File: src/rtl/ariane_pkg.sv
// Shared types for the commit stage: scoreboard entries, exceptions, fence kinds and FSM states.
// Also holds small decode helpers used by both the commit unit and its port-pairing check.
package ariane_pkg;

  typedef enum logic [2:0] {
    FU_NONE, FU_LOAD, FU_STORE, FU_ALU, FU_CTRL_FLOW, FU_MULT, FU_CSR, FU_FPU
  } fu_t;

  typedef enum logic [4:0] {
    OP_ADD, OP_SUB, OP_MUL, OP_JAL, OP_LD, OP_FLD, OP_SD, OP_FSD,
    OP_FADD, OP_FMUL, OP_FCVT_L_D, OP_CSRRW, OP_CSRRS, OP_CSRRC,
    OP_FENCE, OP_FENCE_I, OP_SFENCE_VMA
  } fu_op;

  typedef enum logic [1:0] {FK_NONE, FK_FENCE, FK_FENCE_I, FK_SFENCE} fence_kind_t;

  typedef enum logic {ST_IDLE, ST_DRAIN} commit_state_e;

  typedef struct packed {
    logic [63:0] cause;
    logic [63:0] tval;
    logic [63:0] pc;
    logic        valid;
  } exception_t;

  typedef struct packed {
    logic [63:0] pc;
    fu_t         fu;
    fu_op        op;
    logic [4:0]  rd;
    logic [63:0] result;
    exception_t  ex;
    logic        valid;
  } scoreboard_entry_t;

  function automatic logic is_rd_fpr(fu_op op);
    return op inside {OP_FLD, OP_FADD, OP_FMUL};
  endfunction

  function automatic fence_kind_t fence_kind(fu_op op);
    case (op)
      OP_FENCE:      return FK_FENCE;
      OP_FENCE_I:    return FK_FENCE_I;
      OP_SFENCE_VMA: return FK_SFENCE;
      default:       return FK_NONE;
    endcase
  endfunction

  function automatic logic is_fence(fu_op op);
    return fence_kind(op) != FK_NONE;
  endfunction

endpackage

File: src/rtl/commit_unit_pair_check.sv
// Decides whether the second-oldest entry may retire alongside the head in the same cycle.
// Only simple register-writing ops pair, and only behind a head that is itself simple.
module commit_pair_check
  import ariane_pkg::*;
(
  input  logic i_head_ack,
  input  fu_t  i_head_fu,
  input  fu_op i_head_op,
  input  logic i_head_ex_valid,
  input  logic i_next_valid,
  input  fu_t  i_next_fu,
  input  fu_op i_next_op,
  input  logic i_next_ex_valid,
  output logic o_next_ok
);

  logic w_head_serial;
  logic w_next_simple;

  assign w_head_serial = i_head_ex_valid || (i_head_fu inside {FU_STORE, FU_CSR})
                         || is_fence(i_head_op);
  assign w_next_simple = (i_next_fu inside {FU_ALU, FU_MULT, FU_CTRL_FLOW, FU_LOAD})
                         && !is_fence(i_next_op);
  assign o_next_ok     = i_head_ack && i_next_valid && !i_next_ex_valid
                         && w_next_simple && !w_head_serial;

endmodule

File: src/rtl/commit_unit.sv
// In-order retirement of scoreboard head entries: register write-back, store release,
// CSR access, exception reporting and fence serialisation through an IDLE/DRAIN FSM.
module commit_unit
  import ariane_pkg::*;
#(
  parameter int NR_COMMIT_PORTS = 2
) (
  input  logic                                   clk_i,
  input  logic                                   rst_ni,
  input  logic                                   flush_i,
  input  logic                                   halt_i,
  input  scoreboard_entry_t [NR_COMMIT_PORTS-1:0] commit_instr_i,
  output logic [NR_COMMIT_PORTS-1:0]             commit_ack_o,
  output logic [NR_COMMIT_PORTS-1:0][4:0]        waddr_o,
  output logic [NR_COMMIT_PORTS-1:0][63:0]       wdata_o,
  output logic [NR_COMMIT_PORTS-1:0]             we_gpr_o,
  output logic [NR_COMMIT_PORTS-1:0]             we_fpr_o,
  output logic                                   commit_lsu_o,
  input  logic                                   commit_lsu_ready_i,
  input  logic                                   no_st_pending_i,
  output logic                                   csr_valid_o,
  output fu_op                                   csr_op_o,
  output logic [63:0]                            csr_wdata_o,
  input  logic [63:0]                            csr_rdata_i,
  input  exception_t                             csr_exception_i,
  output fence_kind_t                            fence_o,
  output exception_t                             exception_o,
  output logic [63:0]                            instret_o
);

  commit_state_e     r_state, w_state_next;
  exception_t        r_exception, w_ex_next;
  logic [63:0]       r_instret;
  scoreboard_entry_t w_head;
  logic              w_ack0, w_ack1, w_wb_ok0, w_retire_ok0;
  logic [1:0]        w_retire_cnt;

  assign w_head = commit_instr_i[0];

  always_comb begin
    w_state_next = r_state;
    w_ack0       = 1'b0;
    w_wb_ok0     = 1'b0;
    w_retire_ok0 = 1'b0;
    w_ex_next    = '0;
    commit_lsu_o = 1'b0;
    csr_valid_o  = 1'b0;
    csr_op_o     = OP_ADD;
    csr_wdata_o  = '0;
    fence_o      = FK_NONE;
    case (r_state)
      ST_IDLE: begin
        if (!halt_i && !flush_i && w_head.valid) begin
          if (w_head.ex.valid) begin
            w_ack0       = 1'b1;
            w_ex_next    = w_head.ex;
            w_ex_next.pc = w_head.pc;
          end else if (is_fence(w_head.op)) begin
            w_state_next = ST_DRAIN;
          end else if (w_head.fu == FU_STORE) begin
            commit_lsu_o = 1'b1;
            w_ack0       = commit_lsu_ready_i;
            w_retire_ok0 = commit_lsu_ready_i;
          end else if (w_head.fu == FU_CSR) begin
            csr_valid_o = 1'b1;
            csr_op_o    = w_head.op;
            csr_wdata_o = w_head.result;
            w_ack0      = 1'b1;
            if (csr_exception_i.valid) begin
              w_ex_next.valid = 1'b1;
              w_ex_next.cause = csr_exception_i.cause;
              w_ex_next.tval  = w_head.ex.tval;
              w_ex_next.pc    = w_head.pc;
            end else begin
              w_wb_ok0     = 1'b1;
              w_retire_ok0 = 1'b1;
            end
          end else begin
            w_ack0       = 1'b1;
            w_wb_ok0     = 1'b1;
            w_retire_ok0 = 1'b1;
          end
        end
      end
      ST_DRAIN: begin
        // halt_i is deliberately ignored here: once serialising, the fence must complete
        if (flush_i) begin
          w_state_next = ST_IDLE;
        end else if (no_st_pending_i) begin
          w_ack0       = 1'b1;
          w_retire_ok0 = 1'b1;
          fence_o      = fence_kind(w_head.op);
          w_state_next = ST_IDLE;
        end
      end
      default: w_state_next = ST_IDLE;
    endcase
  end

  generate
    if (NR_COMMIT_PORTS > 1) begin : g_pair
      commit_pair_check u_pair_check (
        .i_head_ack      (w_ack0),
        .i_head_fu       (w_head.fu),
        .i_head_op       (w_head.op),
        .i_head_ex_valid (w_head.ex.valid),
        .i_next_valid    (commit_instr_i[1].valid),
        .i_next_fu       (commit_instr_i[1].fu),
        .i_next_op       (commit_instr_i[1].op),
        .i_next_ex_valid (commit_instr_i[1].ex.valid),
        .o_next_ok       (w_ack1)
      );
    end else begin : g_single
      assign w_ack1 = 1'b0;
    end
  endgenerate

  genvar gi;
  generate
    for (gi = 0; gi < NR_COMMIT_PORTS; gi++) begin : g_wb
      logic w_wr;
      assign commit_ack_o[gi] = (gi == 0) ? w_ack0 : w_ack1;
      assign w_wr             = commit_ack_o[gi] && ((gi == 0) ? w_wb_ok0 : 1'b1);
      assign waddr_o[gi]      = commit_instr_i[gi].rd;
      assign wdata_o[gi]      = (gi == 0 && csr_valid_o) ? csr_rdata_i : commit_instr_i[gi].result;
      assign we_fpr_o[gi]     = w_wr && is_rd_fpr(commit_instr_i[gi].op);
      assign we_gpr_o[gi]     = w_wr && !is_rd_fpr(commit_instr_i[gi].op)
                                && (commit_instr_i[gi].rd != 5'd0);
    end
  endgenerate

  assign w_retire_cnt = {1'b0, w_retire_ok0} + {1'b0, w_ack1};

  always_ff @(posedge clk_i or negedge rst_ni) begin
    if (!rst_ni) begin
      r_state     <= ST_IDLE;
      r_exception <= '0;
      r_instret   <= '0;
    end else begin
      r_state     <= w_state_next;
      r_exception <= w_ex_next;
      r_instret   <= r_instret + {62'd0, w_retire_cnt};
    end
  end

  assign exception_o = r_exception;
  assign instret_o   = r_instret;

endmodule

File: config.mk
export PLATFORM = sky130hd
export DESIGN_NAME = commit_unit
export DESIGN_NICKNAME = d
export VERILOG_FILES = /design/src/rtl/ariane_pkg.sv /design/src/rtl/commit_unit_pair_check.sv /design/src/rtl/commit_unit.sv
export SDC_FILE = /design/constraint.sdc
export NUM_CORES = 1
export LEC_CHECK = 0
export ABC_AREA = 1
export CORE_AREA = 2 2 554 556
export CTS_CLUSTER_DIAMETER = 30
export DETAILED_ROUTE_END_ITERATION = 10
export DIE_AREA = 0 0 556 558
export DONT_BUFFER_PORTS = 1
export PLACE_DENSITY = 0.3
export SLEW_MARGIN = 15
export SYNTH_ARGS = -nofsm -noshare
export SYNTH_HDL_FRONTEND = slang
export SYNTH_SLANG_ARGS = --single-unit
File: constraint.sdc
create_clock -name clk_i -period 2.6 [get_ports clk_i]
set_clock_uncertainty 0.15 [all_clocks]
set_input_delay 0.39 -clock clk_i [delete_from_list [all_inputs] [get_ports clk_i]]
set_output_delay 0.39 -clock clk_i [all_outputs]
set_load 0.1 [all_outputs]
==> impl_metrics.tcl, run 1 <==
set metrics [dict create \
    status "finished with violations" \
    failed_checks "negative setup slack" \
    peakVddDrop_v 0.000453 \
    drive_gt1_share_pct 38.2 \
    finalCritPeriodShare_pct 120 \
    dieArea_sq_mm 0.310 \
    cp-start-kind "flop" \
    rr_worst_depth 18 \
    synth-seq-cells 258 \
    yosys.area.top_type "dfrtp_1" \
    crit_slowest_cell "dfrtp_1" \
    power.total_mw 20.6 \
    grt_antenna_before_repair 80 \
    first_pass_iters 5 \
    synth_edf_count 0 \
    rsz0062_at_grt "true" \
    critical_path_arrival_ns 2.57 \
    drcViolationCount 0 \
    drv_slew 0 \
    syn_inst 1742 \
    ys_warn_count 0 \
    start_util_pct 4.40 \
    cp-end-kind "primary output" \
    area_delta_synth_final_pct 130 \
    critPathTopFamily "buffers and inverters" \
    path_max_fanout 44 \
    path_cells "inv_2 -> nand4_1 -> inv_4 -> nand2_4 -> nor2_4 -> buf_12 -> nand2_8 -> buf_12 -> buf_4 -> nor2_4 -> buf_12" \
    instances_no_fill 6519 \
    cts_buffers 107 \
    ys_async_sr_fraction_pct 100 \
    post-place-ws_ns -1.10 \
    htreeDepth 3 \
    syn_area_per_cell_sq_um 7.69 \
    wirelength_um 161000 \
    crit_buf_inv 6 \
    via_count 15100 \
    fillers 35100 \
    place_congestion 0.877 \
    final_common_cell "nand2_1" \
    maxCapViolations 0 \
    core_sq_mm 0.305 \
    top_level_ports 1407 \
    seq_area_frac_synth_pct 48.2 \
    max_slew_margin_pct 38.6 \
    period_needed_ns 3.11 \
    clk_pin_slew_ns 0.05 \
    grt_pass1_vias 16100 \
    setup_ws_ns -0.513 \
    fp.dieH_um 558 \
    grt_max_degree 259 \
    dp_cells 6006 \
    die_w_um 556 \
    yosysTopAreaCellShare_pct 48.2 \
    crit_path_max_incr_delay_ns 0.39 \
    ctsRootBufferMaster "clkbuf_16" \
    dp_hpwl_um 139000 \
    num_rows 203 \
    reg2reg_from "r_state" \
    hold_viol_final 0 \
    portBuffers 0 \
    ys.flop_type "dfrtp_1" \
    p_per_area_mw_per_mm2 668 \
    netlist-cell-type-count 37 \
    ctsLongestPathBuffers 4 \
    tightest_slew_ns 0.922 \
    setup_viol 153 \
    viasPerCell 2.31 \
    final_cell_mix "nand2_1, dlygate4sd3_1, buf_4" \
    nets 3352 \
    grt_usage_pct 9.95 \
    max_freq_ghz 0.321 \
    required_ns 2.06 \
    hold_class "input pin to async pin" \
    avgRoutedWirePerCell_um 24.7 \
    rrSetupSlack_ns -0.14 \
    crit_type "flop to primary output" \
    mappedNetlistArea_sq_mm 0.0134 \
    p_leak_nw 13.0 \
    grt_overflow 0 \
    grt_pass1_wl_um 192000 \
    reg2reg_to "instret_o[26]" \
    synth_area_leaders "dfrtp_1, nand2_1, nor2_1, inv_1, nor2_2" \
    drtAntennaViolNets 0 \
    drtIter0Drc 767 \
    cts_tree "built" \
    syn-num-nets 2677 \
    cts.sinks 258 \
    crit_top_cell "buf_12" \
    clkLatencyLatePin_ns 0.83 \
]
[layer usage]
metal,wire length (um),global-route usage (%)
met5,104,0
met4,9270,5.03
met3,23100,6.53
met2,82800,18.1
met1,45900,8.14
[how the worst max path moves through the flow]
stage                            from              end  slack, ns  depth (start not counted)
detailed placement  commit_instr_i[1]    instret_o[50]      -1.10                         15
global placement    commit_instr_i[1]    instret_o[50]      -1.16                         15
floorplan                     r_state      csr_op_o[0]      -0.29                          8
global route                  r_state      wdata_o[48]      -0.69                         12
CTS                           r_state      csr_op_o[3]      -0.60                         11
finish                        r_state  csr_wdata_o[26]      -0.51                         11
[flip-flops by register name, summed over array words and instances, names as in the netlist]
name         cells
exception_o    193
instret_o       64
r_state          1
[power by group]
group | internal, mW | switching (mW)
logic | 0.832 | 1.99
clock network | 9.66 | 3.68
registers | 4.12 | 0.270
[synth_stat cells, types with 4 or more instances]
library cell / count
dfrtp_1: 258
nand4_1: 4
buf_6: 18
xnor2_1: 32
o21ai_0: 70
buf_4: 80
nor2_1: 298
buf_1: 6
inv_1: 227
nand2_1: 441
nor2_2: 104
xor2_1: 15
clkbuf_1: 15
buf_2: 26
nand3_2: 4
inv_2: 10
nand3b_1: 11
and2_1: 6
nand3_1: 92
[per-stage QoR]
step / utilization, % / TNS [ns] / hold slack, ns / cell area [sq um]
2_1_floorplan: - / -3.31 / -0.0556 / 14000
3_3_place_gp: 7.60 / -54.57 / -0.0484 / 23100
3_5_place_dp: 7.60 / -54.30 / -0.0492 / 23100
4_1_cts: 9.89 / -74.33 / -0.962 / 30100
5_1_grt: 10.1 / -95.49 / 0.0353 / 30800
6_report: 10.1 / -60.39 / 0.0678 / 30800
[cells by family after synthesis]
family | synth area share (%)
adders and majority gates | 0.243
and+or+nand+nor | 31.2
DFF | 48.2
xor gates and xnor gates | 3.07
buffers and inverters | 14.2
AOI/OAI and AO/OA | 3.07
[worst reg2reg max path, cell delays in order, from the launching register on]
cell and delay [ns]:
dfrtp_1 0.39, inv_2 0.06, nand4_1 0.14, inv_4 0.10, nand2_4 0.05, nor2_4 0.11
buf_4 0.13, buf_6 0.08, nand3_2 0.05, nand2_2 0.09, fa_2 0.22, buf_12 0.14
ha_4 0.18, nand3_4 0.12, nor2_4 0.17, nand2_2 0.11, nor3_4 0.18, buf_4 0.15
xor2_1 0.14
[layout make-up]
cell class / instances / area [sq um] / share of cell area, %
clock buffer: 141 / 2980 / 9.67
tap: 3997 / 5000 / 16.3
clock inverter: 50 / 785 / 2.55
inverter: 238 / 912 / 2.96
timing repair buffer: 711 / 8310 / 27.0
antenna: 23 / 57.6 / 0.187
multi-input combinational: 1101 / 6270 / 20.4
sequential: 258 / 6460 / 21.0
[what timing repair did]
item / 4_1_cts / 5_1_grt
endpoints found under the setup margin: 168 / 198
pin swaps: 20 / 23
hold endpoints to repair: 452 / 156
gates resized for setup: 86 / 83
cloned: 3 / 3
hold buffers: 268 / 3
setup buffers: 7 / 16
No activity file was read; power rests on OpenSTA's default activity.
==> inputs of run 2 (changes only) <==
CTS_CLUSTER_DIAMETER = 80   (was 30)
SETUP_SLACK_MARGIN = 0.2   (was unset)
==> run 2 against run 1 <==
Net effect: the run ends with negative hold slack, negative setup slack left; critical path type is now flop to flop; utilization decreased by 0.33 points; sequential power decreased by 3%; global-route usage increased by 1.6 points; register-to-register slack got worse by 0.37 ns; power decreased by 30%; critical path depth increased by 10; combinational power increased by 8.1%; count of clock-buffer cells in the layout decreased by 84; clock power decreased by 47%; final cell count increased by 0.20%.
==> impl_metrics.tcl, run 2 (synthesis gave the netlist of run 1 again) <==
set metrics [dict create \
    htreeDepth 2 \
    crit_top_cell "buf_4" \
    portBuffers 0 \
    setup_viol 180 \
    crit_buf_inv 20 \
    hold_viol_final 258 \
    drtAntennaViolNets 0 \
    drcViolationCount 0 \
    status "finished with violations" \
    cts.sinks 258 \
    max_slew_margin_pct 20.9 \
    final_cell_mix "buf_4, nand2_1, dfrtp_1, dlygate4sd3_1, inv_1" \
    dp_hpwl_um 166000 \
    die_w_um 556 \
    nets 3395 \
    rr_worst_depth 21 \
    first_pass_iters 4 \
    grt_antenna_before_repair 148 \
    dieArea_sq_mm 0.310 \
    fp.dieH_um 558 \
    crit_slowest_cell "dfrtp_1" \
    drv_slew 0 \
    grt_pass1_wl_um 219000 \
    hold_class "input pin to async pin" \
    crit_type "flop to flop" \
    wirelength_um 189000 \
    clk_pin_slew_ns 0.06 \
    place_congestion 0.926 \
    cp-end-kind "flop" \
    ctsRootBufferMaster "clkbuf_16" \
    tightest_slew_ns 1.19 \
    grt_pass1_vias 16400 \
    fillers 35300 \
    critical_path_arrival_ns 3.54 \
    cts_buffers 50 \
    grt_usage_pct 11.6 \
    viasPerCell 2.33 \
    grt_max_degree 259 \
    cts_tree "built" \
    worst-path-stages 21 \
    top_level_ports 1407 \
    period_needed_ns 3.11 \
    ctsLongestPathBuffers 3 \
    p_per_area_mw_per_mm2 481 \
    dpl_cell_area_sq_mm 0.0241 \
    critPathTopFamily "buffers and inverters" \
    holdWs_ns -0.685 \
    num_rows 203 \
    core_sq_mm 0.305 \
    peakVddDrop_v 0.000514 \
    required_ns 3.03 \
    failed_checks "negative hold slack, negative setup slack" \
    cp-start-kind "flop" \
    drive_gt1_share_pct 40.4 \
    area_delta_synth_final_pct 122 \
    finalCritPeriodShare_pct 120 \
    path_cells "inv_2 -> buf_4 -> buf_4 -> buf_4 -> buf_4 -> buf_4 -> buf_4 -> buf_4 -> buf_4 -> buf_4 -> buf_4 -> buf_4 -> buf_4 -> buf_4 -> buf_4 -> buf_4 -> buf_4 -> buf_4 -> buf_4 -> buf_6 -> o31ai_4" \
    path_max_fanout 2 \
    crit_path_max_incr_delay_ns 0.37 \
    setup_ws_ns -0.513 \
    rsz0062_at_grt "true" \
    via_count 15200 \
    start_util_pct 4.40 \
    post-place-ws_ns -0.968 \
    largest_reg_flops 193 \
    final_area_sq_mm 0.0298 \
    grt_overflow 0 \
    avgRoutedWirePerCell_um 28.9 \
    p_leak_nw 12.6 \
    final_common_cell "buf_4" \
    maxCapViolations 0 \
    drtIter0Drc 671 \
    max_freq_ghz 0.321 \
    clkLatencyLatePin_ns 0.67 \
]
-- run 2: where the power goes --
group	switching (mW)	internal (mW)	leakage, nW
logic	2.19	0.867	8.22
clock network	2.82	4.18	0.843
registers	0.155	4.11	3.57
total	5.17	9.15	12.6
-- run 2: stage by stage --
step                utilization (%)  power [mW]  setup TNS (ns)  cells
floorplan                         -        6.27          -0.800   1742
global placement               7.90        6.93          -79.02   6096
detailed placement             7.90        6.93          -62.40   6096
CTS                            9.48        14.7          -65.03   6474
global route                   9.76        14.9          -80.83   6510
finish                         9.78        14.3          -54.71   6532
-- run 2: path summary, 6_finish.rpt --
path | from | endpoint | slack (ns)
setup / recovery | r_state | r_state | -0.51
hold reg to reg | instret_o[63] | instret_o[63] | 0.39
max in group asynchronous | rst_ni | exception_o[50] | 2.06
hold / removal | rst_ni | instret_o[31] | -0.68
setup reg to reg | r_state | r_state | -0.51
min in group clk_i | commit_instr_i[188] | exception_o[187] | 0.06
-- run 2: what timing repair did --
item / CTS / global route
hold buffers: 255 / 2
buffers inserted: 27 / 13
resized for setup: 57 / 100
endpoints found under the setup margin: 210 / 231
pin swaps: 11 / 34
gates cloned: 2 / 10
endpoints found under the hold margin: 450 / 259
-- run 2: per-layer routing --
layer,track usage [%],wire length [um],up-vias
met5,0,203,-
li1,-,-,6644
met4,4.36,10200,32
met3,7.74,27600,389
met2,20.6,92700,1019
met1,10.3,58200,7125
-- run 2: final cells by class --
type | count | area, sq um | share of cell area [%]
antenna | 33 | 82.6 | 0.277
clock buffer | 57 | 1300 | 4.36
clock inverter | 37 | 437 | 1.47
inverter | 238 | 908 | 3.05
multi-input combinational | 1103 | 6490 | 21.8
sequential | 258 | 6460 | 21.7
tap | 3997 | 5000 | 16.8
timing repair buffer | 809 | 9090 | 30.5
